File: src/rtl/iiq_issue_select_if.sv
// Bundle between the issue-queue slots, the select/wakeup logic and the ALU issue port.
// The design uses the master modport; the queue/ALU side (or a bench) uses slave.
`ifndef IIQ_N_ENTRIES
`define IIQ_N_ENTRIES 8
`endif

interface iiq_issue_select_if #(
    parameter int N_ENTRIES     = `IIQ_N_ENTRIES,
    parameter int TAG_WIDTH     = 6,
    parameter int PAYLOAD_WIDTH = 32
);
    localparam int ENTRY_WIDTH = 3 * TAG_WIDTH + 2 + PAYLOAD_WIDTH;

    logic [N_ENTRIES-1:0]                  entry_valid;
    logic [N_ENTRIES-1:0][ENTRY_WIDTH-1:0] entry_douts;
    logic                                  wb_valid;
    logic [TAG_WIDTH-1:0]                  wb_tag;
    logic                                  flush;
    logic                                  deq_ready;
    logic [N_ENTRIES-1:0]                  deq_sel_onehot;
    logic [N_ENTRIES-1:0]                  wr_en;
    logic [N_ENTRIES-1:0][ENTRY_WIDTH-1:0] wr_data;
    logic                                  iss_valid;
    logic [ENTRY_WIDTH-1:0]                iss_data;
    logic                                  iss_ready;
    logic [15:0]                           stall_cnt;

    modport master (
        input  entry_valid, entry_douts, wb_valid, wb_tag, flush, iss_ready,
        output deq_ready, deq_sel_onehot, wr_en, wr_data, iss_valid, iss_data, stall_cnt
    );

    modport slave (
        output entry_valid, entry_douts, wb_valid, wb_tag, flush, iss_ready,
        input  deq_ready, deq_sel_onehot, wr_en, wr_data, iss_valid, iss_data, stall_cnt
    );
endinterface

File: src/rtl/iiq_issue_select.sv
// Oldest-first issue select with tag-broadcast wakeup and a single-entry issue register.
// Eligibility uses only stored ready bits, so a wakeup takes one extra cycle to reach issue.
`ifndef IIQ_N_ENTRIES
`define IIQ_N_ENTRIES 8
`endif

module iiq_issue_select #(
    parameter int N_ENTRIES     = `IIQ_N_ENTRIES,
    parameter int TAG_WIDTH     = 6,
    parameter int PAYLOAD_WIDTH = 32
) (
    input  logic                clk,
    input  logic                rst_aL,
    iiq_issue_select_if.master  bus
);
    localparam int ENTRY_WIDTH = 3 * TAG_WIDTH + 2 + PAYLOAD_WIDTH;
    localparam int S1_RDY      = TAG_WIDTH;
    localparam int S2_LSB      = TAG_WIDTH + 1;
    localparam int S2_RDY      = 2 * TAG_WIDTH + 1;

    logic [N_ENTRIES-1:0] eligible;
    logic [N_ENTRIES-1:0] sel;
    logic                 any_eligible;
    logic                 can_issue;
    logic                 deq_ready;
    logic                 iss_valid;

    always_comb begin
        // NOTE: every combinational output gets a default first so no path infers a latch.
        eligible = '0;
        sel      = '0;
        for (int i = 0; i < N_ENTRIES; i++) begin
            eligible[i] = bus.entry_valid[i] & bus.entry_douts[i][S1_RDY]
                        & bus.entry_douts[i][S2_RDY];
        end
        for (int i = N_ENTRIES - 1; i >= 0; i--) begin
            if (eligible[i]) sel = N_ENTRIES'(1) << i;
        end
    end

    assign any_eligible = |eligible;
    assign can_issue    = !iss_valid || bus.iss_ready;
    assign deq_ready    = rst_aL && any_eligible && can_issue && !bus.flush;

    assign bus.deq_ready      = deq_ready;
    assign bus.deq_sel_onehot = deq_ready ? sel : '0;
    assign bus.iss_valid      = iss_valid;

    // Wakeup only sets ready bits the queue has not stored yet; the dequeued slot is left alone.
    always_comb begin
        bus.wr_en   = '0;
        bus.wr_data = bus.entry_douts;
        for (int i = 0; i < N_ENTRIES; i++) begin
            logic m1, m2;
            m1 = bus.entry_valid[i] && bus.wb_valid && !bus.entry_douts[i][S1_RDY]
              && (bus.entry_douts[i][TAG_WIDTH-1:0] == bus.wb_tag);
            m2 = bus.entry_valid[i] && bus.wb_valid && !bus.entry_douts[i][S2_RDY]
              && (bus.entry_douts[i][S2_RDY-1:S2_LSB] == bus.wb_tag);
            if (rst_aL && !bus.flush && !bus.deq_sel_onehot[i] && (m1 || m2)) begin
                bus.wr_en[i] = 1'b1;
                if (m1) bus.wr_data[i][S1_RDY] = 1'b1;
                if (m2) bus.wr_data[i][S2_RDY] = 1'b1;
            end
        end
    end

    // NOTE: sequential state uses non-blocking assignments so every register samples pre-edge values.
    always_ff @(posedge clk or negedge rst_aL) begin
        if (!rst_aL) begin
            iss_valid     <= 1'b0;
            bus.iss_data  <= '0;
            bus.stall_cnt <= '0;
        end else begin
            if (bus.flush) begin
                iss_valid <= 1'b0;
            end else if (deq_ready) begin
                iss_valid    <= 1'b1;
                bus.iss_data <= bus.entry_douts[$clog2(N_ENTRIES)'(idx_of(sel))];
            end else if (iss_valid && bus.iss_ready) begin
                iss_valid <= 1'b0;
            end
            if (any_eligible && !can_issue && !bus.flush && bus.stall_cnt != 16'hFFFF) begin
                bus.stall_cnt <= bus.stall_cnt + 16'd1;
            end
        end
    end

    function automatic int idx_of(input logic [N_ENTRIES-1:0] onehot);
        idx_of = 0;
        for (int i = 0; i < N_ENTRIES; i++) begin
            if (onehot[i]) idx_of = i;
        end
    endfunction
endmodule

File: src/flat_wrapper.sv
// flat-port wrapper written by rule: the top's interface ports become plain ports
module iiq_issue_select_flat 
#(
    parameter int N_ENTRIES     = `IIQ_N_ENTRIES,
    parameter int TAG_WIDTH     = 6,
    parameter int PAYLOAD_WIDTH = 32
)
  (clk, rst_aL, bus_entry_valid, bus_entry_douts, bus_wb_valid, bus_wb_tag, bus_flush, bus_iss_ready, bus_deq_ready, bus_deq_sel_onehot, bus_wr_en, bus_wr_data, bus_iss_valid, bus_iss_data, bus_stall_cnt);
  iiq_issue_select_if #(.N_ENTRIES(N_ENTRIES), .TAG_WIDTH(TAG_WIDTH), .PAYLOAD_WIDTH(PAYLOAD_WIDTH)) bus_i ();
  input  logic clk;
  input  logic rst_aL;
  input wire logic [$bits(bus_i.entry_valid)-1:0] bus_entry_valid;
  input wire logic [$bits(bus_i.entry_douts)-1:0] bus_entry_douts;
  input wire logic [$bits(bus_i.wb_valid)-1:0] bus_wb_valid;
  input wire logic [$bits(bus_i.wb_tag)-1:0] bus_wb_tag;
  input wire logic [$bits(bus_i.flush)-1:0] bus_flush;
  input wire logic [$bits(bus_i.iss_ready)-1:0] bus_iss_ready;
  output wire logic [$bits(bus_i.deq_ready)-1:0] bus_deq_ready;
  output wire logic [$bits(bus_i.deq_sel_onehot)-1:0] bus_deq_sel_onehot;
  output wire logic [$bits(bus_i.wr_en)-1:0] bus_wr_en;
  output wire logic [$bits(bus_i.wr_data)-1:0] bus_wr_data;
  output wire logic [$bits(bus_i.iss_valid)-1:0] bus_iss_valid;
  output wire logic [$bits(bus_i.iss_data)-1:0] bus_iss_data;
  output wire logic [$bits(bus_i.stall_cnt)-1:0] bus_stall_cnt;
  assign bus_i.entry_valid = bus_entry_valid;
  assign bus_i.entry_douts = bus_entry_douts;
  assign bus_i.wb_valid = bus_wb_valid;
  assign bus_i.wb_tag = bus_wb_tag;
  assign bus_i.flush = bus_flush;
  assign bus_i.iss_ready = bus_iss_ready;
  assign bus_deq_ready = bus_i.deq_ready;
  assign bus_deq_sel_onehot = bus_i.deq_sel_onehot;
  assign bus_wr_en = bus_i.wr_en;
  assign bus_wr_data = bus_i.wr_data;
  assign bus_iss_valid = bus_i.iss_valid;
  assign bus_iss_data = bus_i.iss_data;
  assign bus_stall_cnt = bus_i.stall_cnt;
  iiq_issue_select #(.N_ENTRIES(N_ENTRIES), .TAG_WIDTH(TAG_WIDTH), .PAYLOAD_WIDTH(PAYLOAD_WIDTH)) u_core (.clk(clk), .rst_aL(rst_aL), .bus(bus_i));
endmodule
File: config.mk
export PLATFORM = sky130hd
export DESIGN_NAME = iiq_issue_select_flat
export DESIGN_NICKNAME = d
export VERILOG_FILES = /design/src/rtl/iiq_issue_select_if.sv /design/src/rtl/iiq_issue_select.sv /design/src/flat_wrapper.sv
export SDC_FILE = /design/constraint.sdc
export NUM_CORES = 1
export LEC_CHECK = 0
export ABC_AREA = 1
export CELL_PAD_IN_SITES_DETAIL_PLACEMENT = 1
export CELL_PAD_IN_SITES_GLOBAL_PLACEMENT = 1
export CORE_AREA = 3 3 359 361
export DETAILED_ROUTE_END_ITERATION = 16
export DIE_AREA = 0 0 362 364
export GPL_ROUTABILITY_DRIVEN = 1
export GPL_TIMING_DRIVEN = 0
export PLACE_DENSITY_LB_ADDON = 0.1
export SETUP_SLACK_MARGIN = 0.05
export SLEW_MARGIN = 10
export SYNTH_ARGS = -nofsm -noshare
export SYNTH_HDL_FRONTEND = slang
export SYNTH_SLANG_ARGS = --single-unit
File: constraint.sdc
create_clock -name clk -period 3.9 [get_ports clk]
set_input_delay 0.78 -clock clk [delete_from_list [all_inputs] [get_ports clk]]
set_output_delay 0.78 -clock clk [all_outputs]
set_load 0.01 [all_outputs]
==> summary.md <==
| Metric | Value |
|---|---|
| Outcome | `finished clean` |
| Clock latency on the worst-skew pair | `0.40 ns` |
| CP Data Arrival Time | `3.05 ns` |
| Period minus WS final | `roughly 3.8 ns` |
| Worst Tran Pin Value | `1.23 ns` |
| Fin. max-slew vios | `0` |
| Mapped Avg Cell Area | `just under 6 sq um` |
| Synthesized area | `13200 sq um` |
| Die Wd | `between 300 and 400 um` |
| Placed inst area | `24600 sq um` |
| Final ANT Viol Nets | `0` |
| Vias/cell | `approximately 3.7` |
| Worst Hold Class | `input pin to asynchronous set/reset pin` |
| Total global-route track usage | `0.189` |
| Period utilization | `0.983` |
| Fin nets | `3628` |
| Cell family with most CP delay | `simple AND/OR/NAND/NOR gates` |
| EDFF count, synth | `0` |
| Synth Instances | `2245` |
| Yosys reg bits | `69` |
| Max VDD drop | `around 0.16 mV` |
| Crit path kind | `input pin to output port` |
| Pre-CTS setup slack | `-0.945 ns` |
| R2R setup slack | `1.72 ns` |
| Final setup viols | `0` |
| Register area share after synthesis | `0.131` |
| HPWL after detailed placement | `roughly 110 mm` |
| FP Rows | `130` |
| Crit Path Max Fanout | `2` |
| Headroom to the max-slew limit | `0.181` |
| Max Buffers Root-to-Sink | `2` |
| Ys Warns | `0` |
| Worst R2R End | `u_core.bus.iss_data[23]$_DFFE_PN0P_` |
| Async set-reset flop share out of synthesis | `1.00` |
| Largest net degree at the start of global routing | `35` |
| Worst path cell trace | `clkdlybuf4s50_1 -> nand2_2 -> nor2_4 -> nand4_1 -> nor4_4 -> nand2_1 -> nand2_1 -> clkdlybuf4s50_1` |
| TritonCTS buffer count | `9` |
| Total power | `5.77 mW` |
| Clock-pin slew on the worst setup and hold paths | `around 0.070 ns` |
| DR iter-0 viols | `753` |
| FF-to-FF path depth | `10` |
| Routed via count | `approximately 18000` |
| TritonCTS Sinks | `between 60 and 70` |
| Hold buffer count at cts | `0` |
| Global placement routability congestion | `between 0.7 and 0.8` |
| RSZ-0062 raised after global routing | `true` |
| CTS H-tree lvls | `3` |
| DR WL/cell | `roughly 27 um` |
| LEAKAGE | `approximately 12 nW` |
| Root buf cell | `clkbuf_16` |
| Most frequent cell after synthesis | `inv_1` |
| DR DRC count | `0` |
| Pwr dens | `~230 nW/um^2` |
| Max-cap violations | `0` |
| Die footprint | `~130000 sq um` |
| IO Port Bufs | `just over 900` |
| Initial Util | `0.105` |
| Area leader, netlist | `buf_4` |
| Inst Count DP | `just under 5000` |
| First-pass iteration count of the detailed router | `5` |
| Setup ws final | `about 0.068 ns` |
| Area Overhead vs Synth | `92.4%` |
| CP peak stage delay | `approximately 0.56 ns` |
| Top cell type's share of synthesized area | `0.233` |
| Initial antenna violation count | `25` |
| Most area-consuming cells after synthesis | `buf_4, nand3_1, dfrtp_1, inv_1, nand2_1` |
| # IOs | `roughly 940` |
| Die height | `approximately 360 um` |
| CP startpoint kind | `input pin` |
| Slowest stage cell on the critical path | `clkdlybuf4s50_1` |
| Primary FF master, synth | `dfrtp_1` |
| Ratio of cells with drive above 1 in the final layout | `0.189` |
| Crit end category | `output port` |
| Fmax | `around 0.26 GHz` |
| CORE AREA | `126000 sq um` |
| Final core utilization | `0.202` |
| Hold Vio Cnt, Final | `0` |
| Fin cells | `just under 5000` |
| Synth Net Count | `2681` |
| Yosys cell types | `32` |
| Clock skew | `between 0.015 and 0.02 ns` |
| Vias in the first global route | `~19000` |
| CTS tree | `done` |
| Grt ovf | `0` |
| WP buf/inv | `2` |
| Worst r2r src | `u_core.bus.iss_valid$_DFFE_PN0P_` |
| Commonest cells in the netlist | `inv_1, buf_4, nand2_1` |
| First-pass GRT wire length | `about 170 mm` |
| Finished Cell Area | `25400 sq um` |
| CP Data Required Time | `3.12 ns` |
| Routed wire length | `129 mm` |
-- placed cells by master (no fill, tap or decap), drive strengths merged, types with 8 or more instances in the layout --
master,netlist,routed
nand2,407,407
dlygate4sd2,0,15
nor4,11,11
clkdlybuf4s50,0,894
nor3,8,8
nand4,216,216
buf,527,533
dlymetal6s2s,0,19
dfrtp,69,69
o21ai,12,12
xnor2,42,42
nand3,381,381
nor2,42,42
inv,446,445
clkbuf,18,29
xor2,36,36
-- logic make-up (layout without fill, tap and decap cells) --
logic type,after synthesis,in the layout,synth area share
AND/OR/NAND/NOR,1069,1069,0.389
buffers and inverters,992,1944,0.410
XOR/XNOR,78,78,0.0518
flip-flops,69,69,0.131
AO/OA/AOI/OAI,36,36,0.0177
adder cells (fa/ha/maj),1,1,0.000949
other,0,5,0
-- power by group --
| part | internal, mW | switching (mW) |
|---|---|---|
| Sequential | 0.898 | 0.123 |
| Clock | 0.513 | 0.452 |
| Combinational | 1.78 | 2.00 |
| Total | 3.20 | 2.58 |
-- how the worst max path moves through the flow --
stage,to,start,depth (start not counted),slack [ns]
CTS,bus_wr_en[7],bus_entry_douts[370],13,0.03
floorplan,bus_wr_data[273],bus_entry_douts[6],10,1.16
finish,bus_wr_en[5],bus_entry_valid[5],8,0.07
global route,bus_wr_en[7],bus_entry_douts[117],13,-0.008
global placement,bus_deq_ready,rst_aL,7,-4.95
detailed placement,bus_wr_en[7],bus_entry_douts[214],12,-0.94
-- area by class of cell --
type,instances,area (sq um)
inverters,447,1690
repair buffers,939,9470
multi-input cells,1184,6320
diodes,5,12.5
clock buffers,10,239
plain buffers,542,3780
fillers,15400,100000
well taps,1650,2060
flip-flops and latches,69,1730
clock inverters,6,61.3
-- per-layer routing --
layer	track usage	routed length, um	vias up
li1	-	-	8621
met1	0.225	54000	8690
met2	0.354	67200	631
met3	0.0346	6250	60
met4	0.0311	1950	10
met5	0	59	-
-- timing repair --
action | in CTS | in global routing
gates resized for setup | 79 | 38
pin swaps | 6 | 4
endpoints found under the setup margin | 32 | 23
buffers inserted | 6 | 1
gates cloned | 1 | 0
-- state kept, by name, summed over array words and instances (netlist names) --
name and count:
u_core.bus.iss_data 52, u_core.bus.iss_valid 1, u_core.bus.stall_cnt 16
-- metrics by stage --
stage | hold WS, ns | TNS, ns
3_3_place_gp | 0.453 | -493.61
2_1_floorplan | 0.484 | 0
5_1_grt | 0.208 | -0.0158
6_report | 0.216 | 0
3_5_place_dp | 0.459 | -16.20
4_1_cts | 0.207 | 0
Power figures use the tool's default switching activity.
